[src/rtl/alu_exec_if.sv]
// Handshake bundle between the ALU control decoder, the execute stage and writeback.
interface alu_exec_if #(
    parameter int unsigned WIDTH = 16,
    parameter int unsigned TAGW  = 3
) ();
    logic             in_valid;
    logic             in_ready;
    logic [2:0]       alu_code;
    logic [WIDTH-1:0] op_a;
    logic [WIDTH-1:0] op_b;
    logic [TAGW-1:0]  in_tag;
    logic             out_valid;
    logic             out_ready;
    logic [WIDTH-1:0] result;
    logic [TAGW-1:0]  out_tag;
    logic             zero;
    logic             carry;
    logic             ovf;

    modport slave (
        input  in_valid, alu_code, op_a, op_b, in_tag, out_ready,
        output in_ready, out_valid, result, out_tag, zero, carry, ovf
    );

    modport master (
        output in_valid, alu_code, op_a, op_b, in_tag, out_ready,
        input  in_ready, out_valid, result, out_tag, zero, carry, ovf
    );
endinterface

[src/rtl/alu_exec_stage.sv]
// Registered ALU execute stage: single-cycle ops plus an iterative one-bit-per-cycle LSL,
// with valid/ready on both sides and a held result for writeback/branch resolution.
module alu_exec_stage #(
    parameter int unsigned WIDTH = 16,
    parameter int unsigned TAGW  = 3,
    parameter int unsigned SHW   = 4
) (
    input  logic       clk,
    input  logic       rst,
    input  logic       flush,
    alu_exec_if.slave  io
);

    localparam logic [2:0] OP_ADD = 3'b000;
    localparam logic [2:0] OP_SUB = 3'b001;
    localparam logic [2:0] OP_LSL = 3'b010;
    localparam logic [2:0] OP_SLT = 3'b011;
    localparam logic [2:0] OP_AND = 3'b100;
    localparam logic [2:0] OP_OR  = 3'b101;
    localparam logic [2:0] OP_NOT = 3'b110;
    localparam logic [2:0] OP_XOR = 3'b111;

    typedef enum logic [1:0] {
        IDLE = 2'd0,
        BUSY = 2'd1,
        HOLD = 2'd2
    } state_e;

    state_e           state_q, state_d;
    logic [WIDTH-1:0] result_q, result_d;
    logic [TAGW-1:0]  tag_q, tag_d;
    logic             zero_q, zero_d;
    logic             carry_q, carry_d;
    logic             ovf_q, ovf_d;
    logic [WIDTH-1:0] acc_q, acc_d;
    logic [SHW-1:0]   cnt_q, cnt_d;

    logic             in_ready_c;
    logic             accept_c;
    logic [WIDTH:0]   sum_c;
    logic [WIDTH:0]   diff_c;
    logic [WIDTH-1:0] alu_res_c;
    logic             alu_carry_c;
    logic             alu_ovf_c;
    logic [SHW-1:0]   shamt_c;
    logic [WIDTH-1:0] acc_shl_c;

    assign in_ready_c = ~flush & ((state_q == IDLE) | ((state_q == HOLD) & io.out_ready));
    assign accept_c   = io.in_valid & in_ready_c;
    assign shamt_c    = io.op_b[SHW-1:0];
    assign acc_shl_c  = {acc_q[WIDTH-2:0], 1'b0};

    // Single-cycle datapath; carry is the raw carry for add and the borrow for sub.
    always_comb begin
        sum_c       = {1'b0, io.op_a} + {1'b0, io.op_b};
        diff_c      = {1'b0, io.op_a} - {1'b0, io.op_b};
        alu_res_c   = '0;
        alu_carry_c = 1'b0;
        alu_ovf_c   = 1'b0;
        unique case (io.alu_code)
            OP_ADD: begin
                alu_res_c   = sum_c[WIDTH-1:0];
                alu_carry_c = sum_c[WIDTH];
                alu_ovf_c   = (io.op_a[WIDTH-1] == io.op_b[WIDTH-1]) &
                              (sum_c[WIDTH-1] != io.op_a[WIDTH-1]);
            end
            OP_SUB: begin
                alu_res_c   = diff_c[WIDTH-1:0];
                alu_carry_c = diff_c[WIDTH];
                alu_ovf_c   = (io.op_a[WIDTH-1] != io.op_b[WIDTH-1]) &
                              (diff_c[WIDTH-1] != io.op_a[WIDTH-1]);
            end
            OP_SLT: alu_res_c = WIDTH'($signed(io.op_a) < $signed(io.op_b));
            OP_AND: alu_res_c = io.op_a & io.op_b;
            OP_OR:  alu_res_c = io.op_a | io.op_b;
            OP_NOT: alu_res_c = ~io.op_a;
            OP_XOR: alu_res_c = io.op_a ^ io.op_b;
            default: alu_res_c = io.op_a;
        endcase
    end

    // Next-state logic; an accept in HOLD retires the held result and starts the new op.
    always_comb begin
        state_d  = state_q;
        result_d = result_q;
        tag_d    = tag_q;
        zero_d   = zero_q;
        carry_d  = carry_q;
        ovf_d    = ovf_q;
        acc_d    = acc_q;
        cnt_d    = cnt_q;

        if (flush) begin
            state_d = IDLE;
        end else begin
            unique case (state_q)
                IDLE, HOLD: begin
                    if (accept_c) begin
                        tag_d = io.in_tag;
                        if (io.alu_code == OP_LSL) begin
                            acc_d = io.op_a;
                            cnt_d = shamt_c;
                            if (shamt_c == '0) begin
                                state_d  = HOLD;
                                result_d = io.op_a;
                                zero_d   = (io.op_a == '0);
                                carry_d  = 1'b0;
                                ovf_d    = 1'b0;
                            end else begin
                                state_d = BUSY;
                            end
                        end else begin
                            state_d  = HOLD;
                            result_d = alu_res_c;
                            zero_d   = (alu_res_c == '0);
                            carry_d  = alu_carry_c;
                            ovf_d    = alu_ovf_c;
                        end
                    end else if (state_q == HOLD && io.out_ready) begin
                        state_d = IDLE;
                    end
                end
                BUSY: begin
                    acc_d = acc_shl_c;
                    cnt_d = cnt_q - SHW'(1);
                    if (cnt_q == SHW'(1)) begin
                        state_d  = HOLD;
                        result_d = acc_shl_c;
                        zero_d   = (acc_shl_c == '0);
                        carry_d  = 1'b0;
                        ovf_d    = 1'b0;
                    end
                end
                default: state_d = IDLE;
            endcase
        end
    end

    always_ff @(posedge clk) begin
        if (rst) begin
            state_q  <= IDLE;
            result_q <= '0;
            tag_q    <= '0;
            zero_q   <= 1'b0;
            carry_q  <= 1'b0;
            ovf_q    <= 1'b0;
            acc_q    <= '0;
            cnt_q    <= '0;
        end else begin
            state_q  <= state_d;
            result_q <= result_d;
            tag_q    <= tag_d;
            zero_q   <= zero_d;
            carry_q  <= carry_d;
            ovf_q    <= ovf_d;
            acc_q    <= acc_d;
            cnt_q    <= cnt_d;
        end
    end

    assign io.in_ready  = in_ready_c;
    assign io.out_valid = (state_q == HOLD);
    assign io.result    = result_q;
    assign io.out_tag   = tag_q;
    assign io.zero      = zero_q;
    assign io.carry     = carry_q;
    assign io.ovf       = ovf_q;

endmodule

[src/flat_wrapper.sv]
// flat-port wrapper written by rule: the top's interface ports become plain ports
module alu_exec_stage_flat 
#(
    parameter int unsigned WIDTH = 16,
    parameter int unsigned TAGW  = 3,
    parameter int unsigned SHW   = 4
)
  (clk, rst, flush, io_in_valid, io_alu_code, io_op_a, io_op_b, io_in_tag, io_out_ready, io_in_ready, io_out_valid, io_result, io_out_tag, io_zero, io_carry, io_ovf);
  alu_exec_if #(.WIDTH(WIDTH), .TAGW(TAGW)) io_i ();
  input  logic clk;
  input  logic rst;
  input  logic flush;
  input wire logic [$bits(io_i.in_valid)-1:0] io_in_valid;
  input wire logic [$bits(io_i.alu_code)-1:0] io_alu_code;
  input wire logic [$bits(io_i.op_a)-1:0] io_op_a;
  input wire logic [$bits(io_i.op_b)-1:0] io_op_b;
  input wire logic [$bits(io_i.in_tag)-1:0] io_in_tag;
  input wire logic [$bits(io_i.out_ready)-1:0] io_out_ready;
  output wire logic [$bits(io_i.in_ready)-1:0] io_in_ready;
  output wire logic [$bits(io_i.out_valid)-1:0] io_out_valid;
  output wire logic [$bits(io_i.result)-1:0] io_result;
  output wire logic [$bits(io_i.out_tag)-1:0] io_out_tag;
  output wire logic [$bits(io_i.zero)-1:0] io_zero;
  output wire logic [$bits(io_i.carry)-1:0] io_carry;
  output wire logic [$bits(io_i.ovf)-1:0] io_ovf;
  assign io_i.in_valid = io_in_valid;
  assign io_i.alu_code = io_alu_code;
  assign io_i.op_a = io_op_a;
  assign io_i.op_b = io_op_b;
  assign io_i.in_tag = io_in_tag;
  assign io_i.out_ready = io_out_ready;
  assign io_in_ready = io_i.in_ready;
  assign io_out_valid = io_i.out_valid;
  assign io_result = io_i.result;
  assign io_out_tag = io_i.out_tag;
  assign io_zero = io_i.zero;
  assign io_carry = io_i.carry;
  assign io_ovf = io_i.ovf;
  alu_exec_stage #(.WIDTH(WIDTH), .TAGW(TAGW), .SHW(SHW)) u_core (.clk(clk), .rst(rst), .flush(flush), .io(io_i));
endmodule
[config.mk]
export PLATFORM = sky130hd
export DESIGN_NAME = alu_exec_stage_flat
export DESIGN_NICKNAME = d
export VERILOG_FILES = /design/src/rtl/alu_exec_if.sv /design/src/rtl/alu_exec_stage.sv /design/src/flat_wrapper.sv
export SDC_FILE = /design/constraint.sdc
export NUM_CORES = 1
export LEC_CHECK = 0
export ABC_AREA = 1
export BUFFER_PORTS_ARGS = -buffer_cell sky130_fd_sc_hd__buf_2
export CORE_MARGIN = 10
export CORE_UTILIZATION = 55
export CTS_CLUSTER_DIAMETER = 40
export DETAILED_ROUTE_END_ITERATION = 8
export GPL_TIMING_DRIVEN = 0
export HOLD_SLACK_MARGIN = 0.15
export PLACE_DENSITY = 0.77
export SLEW_MARGIN = 20
export SYNTH_ARGS = -nofsm -noshare
export SYNTH_HDL_FRONTEND = slang
export SYNTH_SLANG_ARGS = --single-unit
[constraint.sdc]
create_clock -name clk -period 1.9 [get_ports clk]
set_input_delay 0 -clock clk [delete_from_list [all_inputs] [get_ports clk]]
set_output_delay 0 -clock clk [all_outputs]
set_load 0.05 [all_outputs]
==> flow_metrics.py, run 1 <==
metrics = {
    "clocking": {
        "clock_sinks": 43,
        "cts_buffers": 5,
        "h-tree-depth": 2,
        "clk_latency_ps": 310,
        "clockBufferDepth": 2,
        "root_buffer": "clkbuf_8",
        "tritoncts": "done",
        "path_clk_slew_ps": 90,
    },
    "pwr": {
        "peakVddDrop_uv": 410,
        "total_power_mw": 3.44,
        "power_density_nw_per_um2": 510,
        "power.leakage_nw": 3.20,
    },
    "grt": {
        "grt.met1_usage": 0.354,
        "antenna_found_initial": 0,
        "grtUsageMet2": 0.460,
        "gr-usage-met3": 0.0544,
        "gr-total-overflow": 0,
        "top_usage_layer": "met2",
        "grt_max_degree": 14,
        "grt_use_total": 0.279,
        "grt_pass1_vias": 6063,
        "grt_first_pass_wirelength_um": 30200,
    },
    "synthesis": {
        "ys.flop_type": "dfxtp_1",
        "synthTopCellsByArea": "nand2_1 17%, dfxtp_1 17%, ha_1 13%",
        "synthAdderAreaFrac": 0.142,
        "synthXorXnorAreaFrac": 0.00342,
        "synth_common_cells": "233 x nand2_1, 142 x inv_1, 78 x nand3_1, 71 x nor2_1, 55 x ha_1",
        "yosysTopAreaCell": "nand2_1",
        "ys_seq_area_frac": 0.168,
        "ys_warn_count": 0,
        "synth_area_sq_um": 5130,
        "synth_top_family_by_area": "simple AND/OR/NAND/NOR gates",
        "syn_inst": 861,
        "synthArstFlopShare": 0,
        "synth_edf_count": 0,
        "post-synth-top-area-fraction": 0.171,
        "synth-simple-area-share": 0.356,
        "synth_mux_area_frac": 0,
        "synth_compound_area_frac": 0.187,
        "syn_area_per_cell_sq_um": 5.96,
        "synth_fp_nets": 961,
        "yosysMostFrequentCell": "nand2_1",
        "ys_types": 44,
        "ys_ff_latch": 43,
    },
    "hold_path": {
        "holdCritStartpoint": "io_op_a[15]",
        "hp-class": "primary input to flip-flop",
        "holdPathEnd": "u_core.io.ovf",
        "hold_depth": 6,
    },
    "finish": {
        "area_growth_pct": 31.4,
        "final_core_util": 0.736,
        "nNetsFinal": 1074,
        "drive_gt1_frac": 0.276,
        "num_antenna_cells": 0,
    },
    "critical_path": {
        "reg2reg_from": "u_core.state_q[0]",
        "reg2regPathDepth": 8,
        "cp.arrival_ps": 2100,
        "end_kind": "flip-flop",
        "critPathRequiredTime_ps": 2150,
        "rrSetupSlack_ps": 80,
        "criticalPathCategory": "primary input to flip-flop",
        "critPathMaxFanout": 4,
        "rr_endpoint": "u_core.cnt_q[0]",
        "cp-start-kind": "primary input",
    },
    "sta": {
        "setup_violations": 0,
        "hold_viol_final": 0,
        "min_period_over_period": 0.973,
        "slew_headroom": 0.537,
        "finalMaxSlewViolations": 0,
        "clock.fmax_ghz": 0.541,
        "skew_ps": 8.64,
        "period_minus_slack_ps": 1850,
        "rsz0062_at_grt": "yes",
        "tightestPinTransition_ps": 694,
        "setup_slack_ps": 50.7,
    },
    "floorplan": {
        "initial_core_util": 0.560,
        "die_y_um": 117,
        "placementRows": 35,
        "top_level_ports": 67,
        "die_area_sq_um": 13600,
        "core_sq_um": 9150,
        "die_x_um": 117,
    },
    "job": {
        "maxCapViolations": 0,
    },
    "routing": {
        "postRouteWirelength_um": 20700,
        "routed_via_density": 6.07,
        "vias": 6592,
        "first_pass_iters": 7,
        "drtAntennaViolNets": 0,
        "drc_errors": 0,
        "wire_per_inst_um": 19.0,
        "drtIter0Drc": 729,
    },
    "placed_design": {
        "dp_hpwl_um": 15100,
        "pre_cts_slack_ps": -475,
        "port_buffers": 64,
        "gp_congestion": 1.02,
    },
    "status": {
        "status": "finished, final reports clean",
    },
}
## critical path, stage by stage
cell     delay (ps)
buf_2           140
ha_2            210
fa_2            350
nand2_2         120
nand2_1          70
nand3_1         120
nand2_2         100
nand2_1         100
nand3_1          70
nand3_1          80
nand4_1         170
nor2_1          140
nand2_1          60
nor2_1          110
nand3_2          90
a21oi_2         160
## worst max path at each step
| stage | slack [ps] | start | to | cells after the start |
|---|---|---|---|---|
| 2_1_floorplan | -160 | u_core.state_q[0] | u_core.io.result[10] | 11 |
| 3_3_place_gp | -430 | io_op_a[0] | u_core.io.zero | 16 |
| 3_5_place_dp | -480 | io_op_a[4] | u_core.io.zero | 17 |
| 4_1_cts | -5 | io_op_a[10] | u_core.io.zero | 17 |
| 5_1_grt | -80 | io_op_a[6] | u_core.io.zero | 17 |
| 6_report | 50 | io_op_b[0] | u_core.io.zero | 16 |
## metal layers
metal | routed length [um] | up-vias
met5 | 0 | -
met4 | 680 | 0
met3 | 2360 | 75
met2 | 9500 | 456
met1 | 8120 | 3018
li1 | - | 3043
## final cells by class
cell class / instances / area (sq um)
Clock inverter: 2 / 60.1
Sequential cell: 43 / 863
Inverter: 146 / 563
Timing Repair Buffer: 107 / 728
Clock buffer: 6 / 72.6
Fill cell: 795 / 2410
Tap cell: 111 / 139
Multi-Input combinational cell: 639 / 4070
Buffer: 32 / 239
## state kept, by name, indices dropped and copies added (netlist names)
register	count
u_core.cnt_q	4
u_core.io.zero	1
u_core.io.carry	1
u_core.acc_q	15
u_core.io.ovf	1
u_core.io.result	16
u_core.io.out_tag	3
u_core.state_q	2
## what timing repair did
action / in CTS / in global routing
setup endpoints to repair: 16 / 36
gates cloned: 0 / 5
buffers inserted: 3 / 16
hold buffers: 16 / 3
hold endpoints to repair: 19 / 3
resized for setup: 26 / 171
pin swaps: 3 / 43
## where the power goes
group	total, mW	switching (mW)	internal (mW)
Sequential	0.951	0.0193	0.932
Clock	0.874	0.348	0.526
Combinational	1.61	1.04	0.574
Total	3.44	1.41	2.03
## cells in the final DEF (no fill, tap or decap), types with 12 or more instances in the layout
| master | instances |
|---|---|
| o21ai_0 | 19 |
| nand4_1 | 19 |
| nand3_1 | 69 |
| inv_2 | 27 |
| a21oi_1 | 38 |
| nand2_1 | 204 |
| buf_2 | 66 |
| nor2_1 | 52 |
| ha_4 | 13 |
| o22ai_1 | 23 |
| o21ai_1 | 12 |
| dfxtp_1 | 41 |
| a31oi_1 | 12 |
| nand2_2 | 25 |
| inv_1 | 113 |
| nor2_2 | 12 |
| dlygate4sd3_1 | 19 |
| ha_1 | 40 |
| buf_4 | 27 |
| a211oi_1 | 16 |
| buf_6 | 13 |
## cell families (layout without fill, tap and decap cells)
group                      after synthesis  count (layout)
DFF                                     43              43
buffers and inverters                  179             293
AOI/OAI and AO/OA                      154             154
xor gates and xnor gates                 2               2
and+or+nand+nor                        426             426
adders and majority gates               57              57
## per-stage QoR
stage / TNS, ps / hold slack, ps / std cells / area, sq um
2_1_floorplan: -3810 / 69.6 / 861 / 5180
3_5_place_dp: -2430 / 280 / 1036 / 5640
6_report: 0 / 204 / 1086 / 6740
3_3_place_gp: -1850 / 273 / 1036 / 5640
4_1_cts: -5.09 / 155 / 1063 / 6030
5_1_grt: -116 / 225 / 1086 / 6740
No activity file was read; power rests on OpenSTA's default activity.
==> inputs of run 2 (changes only) <==
--- a/config.mk
+++ b/config.mk
@@ -11,7 +11,7 @@
 export CORE_UTILIZATION = 55
 export CTS_CLUSTER_DIAMETER = 40
 export DETAILED_ROUTE_END_ITERATION = 8
-export GPL_TIMING_DRIVEN = 0
+export GPL_TIMING_DRIVEN = 1
 export HOLD_SLACK_MARGIN = 0.15
 export PLACE_DENSITY = 0.77
 export SLEW_MARGIN = 20
==> run 2 against run 1 <==
The flow now finishes with violations (setup timing); routed wire length rose by 5.8%; cell area up 3.4%; first-iteration DRC count up 23%; critical path depth down 6; maximum frequency shrank 7.9%; utilization rose by 2.5 points; die area unchanged; worst hold slack got worse by 24 ps; critical path type is now flip-flop to flip-flop.
==> flow_metrics.py, run 2 (synthesis gave the netlist of run 1 again) <==
metrics = {
    "status": {
        "status": "finished, violations left",
        "violations": "setup timing",
    },
    "clocking": {
        "tritoncts": "done",
        "clockBufferDepth": 2,
        "clock_sinks": 43,
        "h-tree-depth": 2,
        "clk_latency_ps": 300,
        "cts_buffers": 5,
        "path_clk_slew_ps": 90,
        "root_buffer": "clkbuf_8",
    },
    "sta": {
        "hold_viol_final": 0,
        "finalMaxSlewViolations": 0,
        "min_period_over_period": 1.06,
        "setup_violations": 21,
        "setup_slack_ps": -109,
        "hold_slack_ps": 181,
        "clock.fmax_ghz": 0.498,
        "period_minus_slack_ps": 2010,
        "tightestPinTransition_ps": 487,
        "skew_ps": 5.36,
        "slew_headroom": 0.675,
        "rsz0062_at_grt": "yes",
    },
    "grt": {
        "antenna_found_initial": 0,
        "grt.met1_usage": 0.378,
        "grt_pass1_vias": 6587,
        "gr-usage-met3": 0.0457,
        "gr-total-overflow": 0,
        "grt_use_total": 0.307,
        "top_usage_layer": "met2",
        "grtUsageMet2": 0.493,
        "grt_first_pass_wirelength_um": 33100,
        "grt_max_degree": 33,
    },
    "floorplan": {
        "die_area_sq_um": 13600,
        "core_sq_um": 9150,
        "die_y_um": 117,
        "top_level_ports": 67,
        "initial_core_util": 0.560,
        "placementRows": 35,
        "die_x_um": 117,
    },
    "finish": {
        "largest_reg_flops": 16,
        "final_core_util": 0.761,
        "drive_gt1_frac": 0.283,
        "layout_commonest_cell": "nand2_1",
        "instances_no_fill": 1172,
        "nNetsFinal": 1159,
        "final_cell_mix": "225 x nand2_1, 147 x buf_4, 141 x inv_1",
        "area_growth_pct": 35.9,
        "fill_cells": 720,
    },
    "pwr": {
        "swShare": 0.404,
        "switchingPower_mw": 1.38,
        "power.leakage_nw": 3.61,
        "power.share.clock": 0.223,
        "peakVddDrop_uv": 408,
        "pwr-share-seq": 0.279,
        "power_density_nw_per_um2": 489,
        "internal_power_mw": 2.03,
        "p_comb_frac": 0.498,
    },
    "placed_design": {
        "pre_cts_slack_ps": -342,
        "port_buffers": 66,
        "gp_congestion": 1.13,
        "placed_cells_incl_taps": 1150,
        "dp_hpwl_um": 16600,
    },
    "critical_path": {
        "cp-start-kind": "flip-flop",
        "end_kind": "flip-flop",
        "critPathMaxFanout": 21,
        "cp.arrival_ps": 2200,
        "critPathRequiredTime_ps": 2090,
        "criticalPathCategory": "flip-flop to flip-flop",
    },
    "routing": {
        "vias": 6931,
        "drc_errors": 0,
        "drtAntennaViolNets": 0,
        "first_pass_iters": 6,
        "drtIter0Drc": 895,
        "wire_per_inst_um": 18.7,
        "routed_via_density": 5.91,
        "postRouteWirelength_um": 21900,
    },
    "job": {
        "maxCapViolations": 0,
    },
    "hold_path": {
        "hp-class": "primary input to flip-flop",
    },
}
## run 2: stage by stage
step | TNS, ps | power (mW) | cell area [sq um]
floorplan | -3810 | 1.81 | 5180
global placement | -1300 | 2.47 | 6540
detailed placement | -1890 | 2.50 | 6540
CTS | 0 | 3.26 | 6780
global route | -2290 | 3.59 | 6970
finish | -790 | 3.41 | 6970
## run 2: worst paths after layout
path,endpoint,slack [ps],from,cells past startpoint
hold / removal,u_core.cnt_q[1],180,io_op_b[1],4
setup reg to reg,u_core.io.result[10],-110,u_core.state_q[0],10
setup / recovery,u_core.io.result[10],-110,u_core.state_q[0],10
hold reg to reg,u_core.io.out_tag[1],470,u_core.io.out_tag[1],2
## run 2: layout make-up
type / instances / area, sq um / area share
multi-input combinational: 639 / 3750 / 0.538
timing repair buffer: 224 / 1550 / 0.222
sequential: 43 / 863 / 0.124
inverter: 146 / 551 / 0.0790
tap: 111 / 139 / 0.0199
clock buffer: 6 / 82.6 / 0.0119
clock inverter: 2 / 35.0 / 0.00503
antenna: 1 / 2.50 / 0.000359
## run 2: critical path, stage by stage, from the launching register on
cell and delay, ps:
dfxtp_2 390, a211oi_4 380, nand2_2 110, nand2_1 120, inv_2 70, nor2_8 150, nand2_4 140, inv_4 230
nand2_1 80, o21ai_1 110, a21oi_2 100
## run 2: what timing repair did
item,in CTS,in global routing
setup buffers,0,3
hold buffers,10,0
setup endpoints to repair,1,21
endpoints found under the hold margin,7,0
pin swaps,0,11
gates resized for setup,5,52
## run 2: layer usage
| layer | vias to the layer above | routed length (um) |
|---|---|---|
| li1 | 3207 | - |
| met1 | 3123 | 8200 |
| met2 | 482 | 9750 |
| met3 | 119 | 2320 |
| met4 | 0 | 1600 |
| met5 | - | 0 |
## run 2: power groups by stage
stage / registers, mW / clock network (mW) / logic [mW]
floorplan: 1.05 / 0 / 0.760
global placement: 0.967 / 0 / 1.50
detailed placement: 0.969 / 0 / 1.53
CTS: 0.948 / 0.749 / 1.56
global route: 0.954 / 0.810 / 1.82
finish: 0.951 / 0.759 / 1.70
